### src/rtl/conv_encoder_tx_if.sv
// ----------------------------------------------------------------------------
// conv_encoder_tx_if
//   Bundles the frame-control and symbol-stream signals of conv_encoder_tx.
//   Signal names keep the i_/o_ direction prefixes as seen from the encoder.
//
//   i_start      start request, sampled only while o_busy=0
//   i_data       payload word, captured on an accepted start
//   o_busy       frame in progress
//   o_sym        code symbol {G0 parity, G1 parity}
//   o_sym_valid  o_sym holds a valid symbol
//   i_sym_ready  downstream accepts o_sym this cycle
//   o_done       one-cycle pulse after the last symbol is accepted
//
//   modport slave  : the encoder
//   modport master : the frame source / symbol sink driving the encoder
// ----------------------------------------------------------------------------
interface conv_encoder_tx_if #(
   parameter int SIZE_DATA = 8,
   parameter int SIZE_OUT  = 2
);
   logic                 i_start;
   logic [SIZE_DATA-1:0] i_data;
   logic                 o_busy;
   logic [SIZE_OUT-1:0]  o_sym;
   logic                 o_sym_valid;
   logic                 i_sym_ready;
   logic                 o_done;

   modport slave (
      input  i_start,
      input  i_data,
      output o_busy,
      output o_sym,
      output o_sym_valid,
      input  i_sym_ready,
      output o_done
   );

   modport master (
      output i_start,
      output i_data,
      input  o_busy,
      input  o_sym,
      input  o_sym_valid,
      output i_sym_ready,
      input  o_done
   );
endinterface

### src/rtl/conv_encoder_tx.sv
// ----------------------------------------------------------------------------
// conv_encoder_tx
//   Rate-1/2 convolutional encoder for one SIZE_DATA-bit word per frame.
//   The word is shifted out MSB first, one 2-bit symbol per bit, followed by
//   K-1 zero tail bits so the trellis ends in state 0. Symbols leave through
//   a valid/ready handshake at up to one symbol per cycle.
//
//   Ports
//     i_clk    system clock, rising edge
//     i_rst_n  asynchronous active-low reset
//     bus      conv_encoder_tx_if.slave (start/data/busy/sym/valid/ready/done)
//
//   state  | meaning
//   -------+--------------------------------------------------------------
//   IDLE   | waiting for i_start, no symbol pending
//   ENCODE | symbol registered in o_sym, waiting for / taking handshakes
//   DONE   | one-cycle o_done pulse; i_start here starts the next frame
// ----------------------------------------------------------------------------
module conv_encoder_tx #(
   parameter int                      SIZE_DATA    = 8,
   parameter int                      SIZE_OUT     = 2,
   parameter int                      CONSTRAINT_K = 3,
   parameter logic [CONSTRAINT_K-1:0] G0           = 3'b111,
   parameter logic [CONSTRAINT_K-1:0] G1           = 3'b101
) (
   input  logic                  i_clk,
   input  logic                  i_rst_n,
   conv_encoder_tx_if.slave      bus
);

   localparam int N_SYM = SIZE_DATA + CONSTRAINT_K - 1;
   localparam int CNT_W = $clog2(N_SYM + 1);
   localparam logic [CNT_W-1:0] LAST_IDX = CNT_W'(N_SYM - 1);

   typedef enum logic [1:0] {
      IDLE   = 2'd0,
      ENCODE = 2'd1,
      DONE   = 2'd2
   } state_t;

   state_t                  r_state;
   logic [SIZE_DATA-1:0]    r_data;
   logic [CONSTRAINT_K-2:0] r_s;
   logic [CNT_W-1:0]        r_cnt;
   logic [SIZE_OUT-1:0]     r_sym;
   logic                    r_sym_valid;
   logic                    r_busy;
   logic                    r_done;

   logic                    w_handshake;
   logic [CONSTRAINT_K-1:0] w_reg;
   logic [CONSTRAINT_K-2:0] w_s_next;
   logic [SIZE_DATA-1:0]    w_data_shift;
   logic [CONSTRAINT_K-1:0] w_reg_first;

   function automatic logic [SIZE_OUT-1:0] f_enc(input logic [CONSTRAINT_K-1:0] reg_v);
      return {^(reg_v & G0), ^(reg_v & G1)};
   endfunction

   assign w_handshake  = r_sym_valid & bus.i_sym_ready;

   // The data register shifts in zeros, so once the payload is exhausted its
   // MSB naturally supplies the K-1 tail bits.
   assign w_reg        = {r_data[SIZE_DATA-1], r_s};
   assign w_s_next     = w_reg[CONSTRAINT_K-1:1];
   assign w_data_shift = {r_data[SIZE_DATA-2:0], 1'b0};

   // First symbol of a frame: encoder state starts cleared.
   assign w_reg_first  = {bus.i_data[SIZE_DATA-1], {(CONSTRAINT_K-1){1'b0}}};

   always_ff @(posedge i_clk or negedge i_rst_n) begin
      if (!i_rst_n) begin
         r_state     <= IDLE;
         r_data      <= '0;
         r_s         <= '0;
         r_cnt       <= '0;
         r_sym       <= '0;
         r_sym_valid <= 1'b0;
         r_busy      <= 1'b0;
         r_done      <= 1'b0;
      end else begin
         r_done <= 1'b0;
         case (r_state)
            IDLE, DONE: begin
               if (bus.i_start) begin
                  r_state     <= ENCODE;
                  r_data      <= bus.i_data;
                  r_s         <= '0;
                  r_cnt       <= '0;
                  r_sym       <= f_enc(w_reg_first);
                  r_sym_valid <= 1'b1;
                  r_busy      <= 1'b1;
               end else begin
                  r_state <= IDLE;
               end
            end
            ENCODE: begin
               if (w_handshake) begin
                  r_s    <= w_s_next;
                  r_data <= w_data_shift;
                  r_cnt  <= r_cnt + 1'b1;
                  r_sym  <= f_enc({w_data_shift[SIZE_DATA-1], w_s_next});
                  if (r_cnt == LAST_IDX) begin
                     r_state     <= DONE;
                     r_sym_valid <= 1'b0;
                     r_busy      <= 1'b0;
                     r_done      <= 1'b1;
                  end
               end
            end
            default: begin
               r_state     <= IDLE;
               r_sym_valid <= 1'b0;
               r_busy      <= 1'b0;
            end
         endcase
      end
   end

   assign bus.o_busy      = r_busy;
   assign bus.o_sym       = r_sym;
   assign bus.o_sym_valid = r_sym_valid;
   assign bus.o_done      = r_done;

endmodule
### src/flat_wrapper.sv
// flat-port wrapper written by rule: the top's interface ports become plain ports
module conv_encoder_tx_flat 
#(
   parameter int                      SIZE_DATA    = 8,
   parameter int                      SIZE_OUT     = 2,
   parameter int                      CONSTRAINT_K = 3,
   parameter logic [CONSTRAINT_K-1:0] G0           = 3'b111,
   parameter logic [CONSTRAINT_K-1:0] G1           = 3'b101
)
  (i_clk, i_rst_n, bus_i_start, bus_i_data, bus_o_busy, bus_o_sym, bus_o_sym_valid, bus_i_sym_ready, bus_o_done);
  conv_encoder_tx_if #(.SIZE_DATA(SIZE_DATA), .SIZE_OUT(SIZE_OUT)) bus_i ();
  input  logic i_clk;
  input  logic i_rst_n;
  input wire logic [$bits(bus_i.i_start)-1:0] bus_i_start;
  input wire logic [$bits(bus_i.i_data)-1:0] bus_i_data;
  output wire logic [$bits(bus_i.o_busy)-1:0] bus_o_busy;
  output wire logic [$bits(bus_i.o_sym)-1:0] bus_o_sym;
  output wire logic [$bits(bus_i.o_sym_valid)-1:0] bus_o_sym_valid;
  input wire logic [$bits(bus_i.i_sym_ready)-1:0] bus_i_sym_ready;
  output wire logic [$bits(bus_i.o_done)-1:0] bus_o_done;
  assign bus_i.i_start = bus_i_start;
  assign bus_i.i_data = bus_i_data;
  assign bus_o_busy = bus_i.o_busy;
  assign bus_o_sym = bus_i.o_sym;
  assign bus_o_sym_valid = bus_i.o_sym_valid;
  assign bus_i.i_sym_ready = bus_i_sym_ready;
  assign bus_o_done = bus_i.o_done;
  conv_encoder_tx #(.SIZE_DATA(SIZE_DATA), .SIZE_OUT(SIZE_OUT), .CONSTRAINT_K(CONSTRAINT_K), .G0(G0), .G1(G1)) u_core (.i_clk(i_clk), .i_rst_n(i_rst_n), .bus(bus_i));
endmodule
### config.mk
export PLATFORM = sky130hd
export DESIGN_NAME = conv_encoder_tx_flat
export DESIGN_NICKNAME = d
export VERILOG_FILES = /design/src/rtl/conv_encoder_tx_if.sv /design/src/rtl/conv_encoder_tx.sv /design/src/flat_wrapper.sv
export SDC_FILE = /design/constraint.sdc
export NUM_CORES = 1
export LEC_CHECK = 0
export CAP_MARGIN = 20
export CORE_MARGIN = 10
export CORE_UTILIZATION = 35
export DETAILED_ROUTE_END_ITERATION = 8
export GPL_ROUTABILITY_DRIVEN = 0
export HOLD_SLACK_MARGIN = 0.06
export PLACE_DENSITY = 0.65
export SETUP_SLACK_MARGIN = 0.3
export SYNTH_ARGS = -nofsm -noshare
export SYNTH_HDL_FRONTEND = slang
export SYNTH_SLANG_ARGS = --single-unit
### constraint.sdc
create_clock -name i_clk -period 1.11 [get_ports i_clk]
set_input_delay 0.111 -clock i_clk [delete_from_list [all_inputs] [get_ports i_clk]]
set_output_delay 0.111 -clock i_clk [all_outputs]
set_load 0.01 [all_outputs]
==> out/results.ini <==
[sta]
max_freq_mhz = 773
period_needed_ps = 1290
fin_ws_ps = -184
min_period_over_period_pct = 117
worst_pin_slew_ps = 254
timing.final.hold_violations = 0
drv_slew = 0
fin_skew_ps = 5.32
slew_headroom_pct = 83.1
setup_viol_count_final = 18
rsz0062_at_grt = true
whs_ps = 137

[outcome]
violations = setup timing
outcome = complete, but fails checks

[power_and_ir_drop]
p_leak_nw = 0.725
total_power_mw = 2.75
swShare_pct = 34.6
ir_worst_vdd_uv = 1140
p_per_area_nw_per_um2 = 1780
p_clk_share_pct = 12.7
comb_power_share_pct = 47.1
power.switching_uw = 952
internal-power_mw = 1.80
p_seq_share_pct = 40.1

[route]
dr.pass1.iters = 4
wl_met3_microns = 99
highest_layer = met4
routed_wl_microns = 2570
viasPerCell = 5.35
wl_per_cell_microns = 16.2
drt_iter0_markers = 20
drt-met1-wl_microns = 1040
vias = 850
ant_nets = 0
wl_met2_microns = 1400
drc = 0

[synthesis]
synth_top_area_cell = dfrtp_1
synth_cell_types = 25
synth_edf_count = 0
yosys_warnings = 0
synth_mux_area_share_pct = 8.67
synth_area_sq_um = 923
synth_area_leaders = dfrtp_1 (51%), mux2i_1 (8.7%), o21ai_0 (8.1%)
synth_fa_ha_area_share_pct = 2.71
yosysSeqAreaShare_pct = 51.5
syn_nets = 103
synth.avg_cell_area_sq_um = 10.4
synthSimpleGateAreaFrac_pct = 16.0
synth_compound_area_share_pct = 12.3
synth_top_family_by_area = simple AND/OR/NAND/NOR gates
async_flop_share_pct = 100
synth_top_cell_area_share_pct = 51.5
syn_inst = 89
synthXorXnorAreaFrac_pct = 3.52
synth_seq_cells = 19
synth-main-ff-cell = dfrtp_1

[worst_setup_path]
worst-path-max-fanout = 7
path_class = reg -> reg
cp.arrival_ps = 1520
slowest_stage = dfrtp_1
cp.required_ps = 1330
critPathLaunchType = flop
endpoint_kind = flop
slowest_delay_ps = 390
path_cells = nand4b_1 > buf_6 > or3_4 > a21oi_2

[clock_tree]
h-tree-depth = 1
clkTransAtPathRegs_ps = 110
cts-root-buf = clkbuf_4
clk_latency_ps = 290
cts_buffer_depth = 2
cts_buffers = 3
cts_tree = yes
cts.sinks = 19
postCtsHoldBufs = 0

[die]
ioPinCount = 17
rows = 18
die_area_sq_um = 5090
core_area_sq_um = 2500
die_w_microns = 71.4
start_util_pct = 36.9
die_h_microns = 71.4

[run]
cap_violations = 0

[global_routing]
grt.total_usage_pct = 10.0
antenna_found_initial = 0
grt_pass1_wl_microns = 4130
grt_pass1_vias = 895
grt.overflow.total = 0
grt_max_degree = 20

[placement]
place_area_sq_um = 1200
dpl.cell_count = 141
hpwl_microns = 1500
io_buffer_count = 16

[layout]
post-route-util_pct = 61.8
drive_above_1_share_pct = 46.5
fin_area_sq_um = 1540
instances_no_fill = 159
diodes = 0
fin_nets = 144
area_growth_pct = 67.2

[min_path]
hold_path_class = in -> async

-- stage by stage --
| stage | worst slack (ps) | setup TNS (ps) |
|---|---|---|
| floorplan | -110 | -362 |
| global placement | -364 | -4890 |
| detailed placement | -438 | -6200 |
| CTS | -162 | -1490 |
| global route | -254 | -3300 |
| finish | -184 | -2250 |
-- repair_timing --
item | 4_1_cts | 5_1_grt
pin swaps | 10 | 9
resized for setup | 56 | 19
cloned | 3 | 0
endpoints found under the setup margin | 24 | 24
endpoints found under the hold margin | 0 | 0
setup buffers | 9 | 2
-- cell usage after synthesis (2+ instances only) --
master   count
mux2i_1      8
o21ai_0     15
or3_1        2
nor2_1       3
ha_1         2
buf_4        2
a21oi_1      3
nor2b_1      2
nand3_1     11
buf_2        3
inv_1        4
nand2_1      3
dfrtp_1     19
-- path summary, 6_finish.rpt --
path / depth (start not counted) / slack [ps] / to / from
worst min-delay path: 2 / 140 / u_core.r_cnt[0] / i_rst_n
min in group i_clk: 2 / 450 / u_core.r_data[0] / bus_i_data[0]
worst min register to register: 1 / 530 / u_core.r_data[0] / u_core.r_data[0]
max in group asynchronous: 2 / 760 / u_core.bus.o_sym[1] / i_rst_n
worst max register to register: 4 / -180 / u_core.r_cnt[2] / u_core.r_state[1]
worst max-delay path: 4 / -180 / u_core.r_cnt[2] / u_core.r_state[1]
-- cell usage in the layout, fill, tap and decap left out, types with 3 or more instances in the layout --
cell type / n
nand2_1: 3
o21ai_2: 8
buf_2: 3
buf_4: 16
nand3_1: 7
dfrtp_1: 19
o21ai_0: 3
inv_1: 4
buf_6: 5
mux2i_1: 5
o21ai_1: 4
clkbuf_4: 3
clkdlybuf4s50_1: 11
-- power groups by stage --
stage	Combinational [mW]	Sequential [mW]	Clock [mW]
2_1_floorplan	0.475	1.08	0
3_3_place_gp	0.816	1.08	0
3_5_place_dp	0.837	1.08	0
4_1_cts	1.01	1.07	0.353
5_1_grt	1.39	1.14	0.387
6_report	1.30	1.10	0.350
-- final cells by class --
class                           instances  area (sq um)
Timing Repair Buffer                   41           427
Fill cell                             192           956
Clock buffer                            4          26.3
Tap cell                               30          37.5
Sequential cell                        19           475
Inverter                                4          15.0
Multi-Input combinational cell         61           563
-- worst max-delay path: cells and delay by family (launching register included) --
family / cells / cell delay [ps]
compound gates: 1 / 140
flops: 1 / 390
simple gates: 2 / 520
buf+inv: 1 / 170
-- flip-flops by register name, summed over array words and instances, names as in the netlist --
signal / flops
u_core.r_data: 8
u_core.bus.o_sym_valid: 1
u_core.r_cnt: 4
u_core.bus.o_done: 1
u_core.r_s: 1
u_core.bus.o_sym: 2
u_core.r_state: 2
-- metal layers --
layer / vias up / GRT usage, %
met5: - / 0
met4: 0 / 6.88
met3: 4 / 2.34
met2: 19 / 17.1
met1: 432 / 10.7
li1: 395 / -
-- logic make-up (layout without fill, tap and decap cells) --
kind of cell,Yosys count,in the layout
buf+inv,10,49
compound gates,21,21
fa+ha+maj,2,2
simple gates,27,28
xor+xnor,2,2
mux,8,8
flops,19,19
(Power assumes the default switching activity.)
